[config.mk]
export PLATFORM = sky130hd
export DESIGN_NAME = sw_debouncer
export DESIGN_NICKNAME = d
export VERILOG_FILES = /design/src/rtl/sw_debouncer.sv
export SDC_FILE = /design/constraint.sdc
export NUM_CORES = 1
export LEC_CHECK = 0
export ABC_CLOCK_PERIOD_IN_PS = 2600
export CAP_MARGIN = 30
export CORE_UTILIZATION = 55
export DETAILED_ROUTE_END_ITERATION = 10
export PLACE_DENSITY = 0.74
export SETUP_SLACK_MARGIN = 0.5
export SLEW_MARGIN = 20
export SYNTH_ARGS = -nofsm -noshare
export SYNTH_HDL_FRONTEND = slang
export SYNTH_SLANG_ARGS = --single-unit
[constraint.sdc]
create_clock -name Clk -period 2.6 [get_ports Clk]
set_input_delay 0.26 -clock Clk [delete_from_list [all_inputs] [get_ports Clk]]
set_output_delay 0.26 -clock Clk [all_outputs]
set_load 0.02 [all_outputs]
[src/rtl/sw_debouncer.sv]
// Switch debouncer: 2-flop synchronizer + 4-state qualify FSM.
// Ports: Clk, Reset (sync, high), D_raw in; Q, Rise, Fall, Busy out.
module sw_debouncer #(
  parameter int CNT_MAX = 500000,
  parameter int CNT_W   = 20
) (
  input  logic Clk,
  input  logic Reset,
  input  logic D_raw,
  output logic Q,
  output logic Rise,
  output logic Fall,
  output logic Busy
);

  typedef enum logic [1:0] {
    STABLE0 = 2'd0,
    WAIT1   = 2'd1,
    STABLE1 = 2'd2,
    WAIT0   = 2'd3
  } state_t;

  localparam logic [CNT_W-1:0] CNT_LAST =
    CNT_W'(CNT_MAX - 1);

  state_t           state_q, state_d;
  logic [CNT_W-1:0] cnt_q, cnt_d;
  logic             s1_q, s1_d;
  logic             s2_q, s2_d;
  logic             q_q, q_d;
  logic             rise_q, rise_d;
  logic             fall_q, fall_d;
  logic             busy_q, busy_d;

  always_ff @(posedge Clk) begin
    if (Reset) begin
      state_q <= STABLE0;
      cnt_q   <= '0;
      s1_q    <= 1'b0;
      s2_q    <= 1'b0;
      q_q     <= 1'b0;
      rise_q  <= 1'b0;
      fall_q  <= 1'b0;
      busy_q  <= 1'b0;
    end else begin
      state_q <= state_d;
      cnt_q   <= cnt_d;
      s1_q    <= s1_d;
      s2_q    <= s2_d;
      q_q     <= q_d;
      rise_q  <= rise_d;
      fall_q  <= fall_d;
      busy_q  <= busy_d;
    end
  end

  always_comb begin
    state_d = state_q;
    cnt_d   = cnt_q;
    rise_d  = 1'b0;
    fall_d  = 1'b0;
    s1_d    = D_raw;
    s2_d    = s1_q;
    unique case (state_q)
      STABLE0: begin
        if (s2_q) begin
          state_d = WAIT1;
          cnt_d   = '0;
        end
      end
      WAIT1: begin
        if (!s2_q) begin
          // bounce: drop the partial count
          state_d = STABLE0;
          cnt_d   = '0;
        end else if (cnt_q == CNT_LAST) begin
          state_d = STABLE1;
          cnt_d   = '0;
          rise_d  = 1'b1;
        end else begin
          cnt_d = cnt_q + 1'b1;
        end
      end
      STABLE1: begin
        if (!s2_q) begin
          state_d = WAIT0;
          cnt_d   = '0;
        end
      end
      WAIT0: begin
        if (s2_q) begin
          state_d = STABLE1;
          cnt_d   = '0;
        end else if (cnt_q == CNT_LAST) begin
          state_d = STABLE0;
          cnt_d   = '0;
          fall_d  = 1'b1;
        end else begin
          cnt_d = cnt_q + 1'b1;
        end
      end
      default: begin
        state_d = STABLE0;
        cnt_d   = '0;
      end
    endcase
    // outputs registered from the next state so they line up with it
    q_d    = (state_d == STABLE1) || (state_d == WAIT0);
    busy_d = (state_d == WAIT1) || (state_d == WAIT0);
  end

  assign Q    = q_q;
  assign Rise = rise_q;
  assign Fall = fall_q;
  assign Busy = busy_q;

endmodule

## Word level (Yosys, flattened, before mapping)

Index checks and enable logic that the tools add are counted.

| storage, ports and cells | value |
|---|---|
| bits in registers | 28 |
| bits in latches | 0 |
| bits in writable memories | 0 |
| ROM bits | 0 |
| input port bits | 3 |
| output and inout port bits | 4 |
| logic and storage cells | 41 |
| memories | 0 |

| cells by class | value |
|---|---|
| $add $sub $neg | 1 |
| multiply operators | 0 |
| divide/modulo/power cells | 0 |
| order comparisons | 0 |
| eq/ne operators | 9 |
| shift operators | 0 |
| mux-type cells | 14 |
| bitwise gates (word level) | 3 |
| reductions and logical operators | 6 |

Operator list:

| operator | number |
|---|---|
| two-way mux 20 bit | 5 |
| one-hot mux 20 bit (4 select lines) | 1 |
| adder 20 x 1 -> 20 bit (second input constant) | 1 |
| == test 20 x 19 -> 1 bit (second input constant) | 1 |
| two-way mux 2 bit | 6 |
| == test 2 bit (second input constant) | 4 |
| one-hot mux 2 bit (4 select lines) | 1 |
| OR reduction 3 bit | 2 |
| == test 2 x 1 -> 1 bit (second input constant) | 2 |
| inequality test 2 bit (second input constant) | 2 |
| NOT 1 bit | 3 |
| zero test 2 bit | 1 |
| logical OR 1 bit | 2 |
| AND reduction 2 bit | 1 |
| two-way mux 1 bit | 1 |

## Longest topological paths before layout

| depth | value |
|---|---|
| word-level depth | 6 |
| gate-level depth with buffers | 8 |
| depth with buffers taken out | 6 |

## Worst setup path after synthesis

Ideal clock, no wire load.

| timing | value |
|---|---|
| kind | register to register |
| from | register cnt_q[5] |
| to | register cnt_q[2] |
| data arrival time | 1.729 ns |
| data required time | 2.466 ns |
| slack | 0.737 ns |
| stages on the path, launching flop included | 8 |
| path through | dfxtp_1 > or4_4 > nor4_4 > a21oi_2 > buf_6 > buf_6 > a21oi_1 > a31oi_1 |

| on the way | value |
|---|---|
| cells in the longest elaborated chain, start to end | 4 |
| elaborated cells between the ends (all ways) | 5 |

Ends and longest elaborated chain:

| what | RTL line | source |
|---|---|---|
| start, declared | 27 | `logic [CNT_W-1:0] cnt_q, cnt_d;` |
| start signal, assigned | 47 | `cnt_q <= cnt_d;` |
| == test 20 x 19 -> 1 bit * | 76, 94 |  |
| two-way mux 20 bit * | 76, 94 |  |
| two-way mux 20 bit, on equally long branches | 91, 72 |  |
| one-hot mux 20 bit (4 select lines) * | 64 | `unique case (state_q)` |

Every way passes the cells marked *; elsewhere a longest branch is shown, timed or not.
A chain may end at the register's enable or synchronous reset.

## Worst setup path after layout

| timing | value |
|---|---|
| from | register cnt_q[5] |
| to | register cnt_q[18] |

| on the way | value |
|---|---|
| cells in the longest elaborated chain, start to end | 4 |
| elaborated cells between the ends (all ways) | 6 |

Ends and longest elaborated chain:

| what | RTL line |
|---|---|
| adder 20 x 1 -> 20 bit / == test 20 x 19 -> 1 bit (equally long branches) | -- |
| two-way mux 20 bit * | 76, 94 |
| two-way mux 20 bit, on equally long branches | 91, 72 |
| one-hot mux 20 bit (4 select lines) * | 64 |

Marked as above.

==> impl_metrics.py <==
metrics = {
    "yosys": {
        "yosysTopAreaCell": "dfxtp_1",
        "yosysMostFrequentCell": "dfxtp_1",
        "synth_top_area_share_pct": 42.8,
        "yosysWarnings": 0,
        "ys_async_sr_fraction_pct": 0,
        "syn_nets": 142,
        "synthTopCellsByCount": "dfxtp_1 (27), nand2_1 (16), a31oi_1 (14)",
        "synth_area_per_cell_um2": 9.15,
        "ys_ff_latch": 27,
        "synth_cell_types": 37,
        "synthFlopType": "dfxtp_1",
        "synth_edf_count": 0,
        "seq_area_frac_synth_pct": 42.8,
        "syn_area_mm2": 0.00126,
        "synth_cells": 138,
        "synthTopCellsByArea": "dfxtp_1 (43%), a31oi_1 (6.9%), nand2_1 (4.8%)",
    },
    "clocking": {
        "cts_tree": "built",
        "cts_root_buf": "clkbuf_4",
        "cts_sinks": 27,
        "htreeDepth": 1,
        "cts_hold_buf": 0,
        "cts.reportedPaths.clkPinSlew_ns": 0.15,
        "clkLatencyLatePin_ns": 0.33,
        "cts_buffers": 3,
        "cts_buffer_depth": 2,
    },
    "timing": {
        "fin_tns_setup_ns": 0,
        "finClkSkew_ns": 0.00795,
        "max_freq_mhz": 488,
        "rsz0062_at_grt": "false",
        "hold_viol_final": 0,
        "post-route-period-util_pct": 78.8,
        "final-setup-viol-count": 0,
        "slew_headroom_pct": 65.5,
        "fin_crit_ns": 2.05,
        "finalMaxSlewViolations": 0,
        "fin_ws_ns": 0.551,
        "worst_pin_slew_ns": 0.514,
    },
    "routing": {
        "drt-pass1-iter-count": 4,
        "drt-initial-drc-count": 27,
        "final_antenna_net_count": 0,
        "vias": 1100,
        "drt_wl_total_um": 2630,
        "drc": 0,
        "wl_per_cell_um": 15.0,
        "via_per_inst": 6.29,
    },
    "finish": {
        "fin_nets": 153,
        "regArea_um2": 544,
        "drive_above_1_share_pct": 12.2,
        "multi_input_area_um2": 696,
        "syn2layout_area_growth_pct": 12.5,
        "antennaDiodeCount": 0,
        "fin_util_pct": 68.9,
        "fillers": 166,
    },
    "power": {
        "ir_drop_mv": 0.349,
        "leakage_nw": 0.471,
        "power.density_mw_per_mm2": 441,
    },
    "floorplan": {
        "dieArea_mm2": 0.00249,
        "die_y_um": 49.9,
        "start_util_pct": 61.2,
        "core.rowCount": 16,
        "core_mm2": 0.00206,
        "pin_count": 7,
        "die_w_um": 49.9,
    },
    "global_route": {
        "antenna_found_initial": 0,
        "grt_pass1_wl_um": 4100,
        "grt_max_degree": 22,
        "first_global_vias": 925,
        "grt.total_usage_pct": 21.6,
        "overflow": 0,
    },
    "setup_path": {
        "cp_max_fo": 21,
        "crit_arrival_ns": 2.25,
        "max_stage_delay_ns": 0.54,
        "cp_cell_sequence": "or4_4 -> nor4_4 -> a21oi_4 -> buf_8 -> a41oi_1 -> a31oi_1",
        "startpoint_type": "flop",
        "cp-end-kind": "flop",
        "crit_required_ns": 2.80,
        "cp_slowest_cell": "or4_4",
        "worstSetupPathType": "flop to flop",
    },
    "outcome": {
        "outcome": "finished, final reports clean",
    },
    "placement": {
        "dp_worst_setup_slack_ns": 0.504,
        "portBuffers": 6,
        "routabilityCongestion": 0.740,
        "hpwl_um": 1770,
    },
    "flow_run": {
        "maxCapViolations": 0,
    },
    "hold_path": {
        "hp-class": "flop to flop",
    },
}
-- worst max-delay path, delay by kind of cell, from the launching register on --
family	cells	cell delay [ns]
AND/OR/NAND/NOR	2	0.94
AO/OA/AOI/OAI	3	0.40
flip-flops	1	0.39
buffers and inverters	1	0.19
-- final timing paths --
path / start / to / slack (ns) / depth (start not counted)
worst max register to register: cnt_q[5] / cnt_q[18] / 0.55 / 6
worst max-delay path: cnt_q[5] / cnt_q[18] / 0.55 / 6
worst min-delay path: s1_q / s2_q / 0.46 / 1
worst min register to register: s1_q / s2_q / 0.46 / 1
-- power by group --
group	switching (mW)	internal [mW]	leakage [nW]
logic	0.0135	0.00933	0.239
registers	0.00181	0.415	0.219
clock network	0.128	0.0588	0.0139
total	0.143	0.483	0.471
-- registers in the layout, summed over array words and instances (netlist names) --
name / count
Q: 1
Rise: 1
cnt_q: 20
Fall: 1
s2_q: 1
s1_q: 1
state_q: 1
Busy: 1
-- cells by family (layout without fill, tap and decap cells) --
group           count (synthesis)  in the layout  synth area share, %
compound gates                 35             35                 18.9
xor+xnor                        6              6                 4.16
fa+ha+maj                       1              1                0.991
buf+inv                         7             17                 3.86
flops                          27             27                 42.8
mux                             2              2                 1.59
simple gates                   60             60                 27.7
-- per-layer routing --
metal / GRT usage (%) / wire length [um] / vias to the layer above
met5: 0 / 0 / -
li1: - / - / 546
met1: 28.1 / 1280 / 524
met2: 34.5 / 1250 / 26
met4: 11.0 / 17 / 0
met3: 3.09 / 85 / 4
-- cell usage in the layout (no fill, tap or decap), types with 2 or more instances in the layout --
cell type / count
dfxtp_1: 26
nand2_1: 16
a31oi_1: 14
nand3_1: 11
nor2_1: 8
clkdlybuf4s50_1: 6
a22o_1: 5
a21oi_1: 5
buf_4: 5
nand4_1: 4
xnor2_1: 4
and4_1: 3
a41oi_1: 3
clkbuf_4: 3
nor4b_1: 2
xor2_1: 2
mux2i_1: 2
and3_1: 2
a41oi_2: 2
o21ai_0: 2
nor2b_1: 2
-- what timing repair did --
action / in CTS / in global routing
resized for setup: 2 / 5
buffers inserted: 0 / 2
pin swaps: 1 / 2
setup endpoints to repair: 4 / 6
-- per-stage QoR --
| step | instance area [um2] | hold slack, ns | std cells | power [mW] |
|---|---|---|---|---|
| floorplan | 1260 | 0.388 | 138 | 0.439 |
| global placement | 1340 | 0.418 | 169 | 0.448 |
| finish | 1420 | 0.461 | 175 | 0.626 |
| global route | 1420 | 0.455 | 175 | 0.641 |
| detailed placement | 1340 | 0.435 | 169 | 0.449 |
| CTS | 1380 | 0.452 | 173 | 0.630 |
-- final cells by class --
type	count	share of cell area, %
clock buffer	3	1.59
clock inverter	1	0.529
inverter	1	0.264
multi-input combinational	104	49.0
sequential	27	38.3
tap	27	2.38
timing repair buffer	12	7.93
Power figures use the tool's default switching activity.
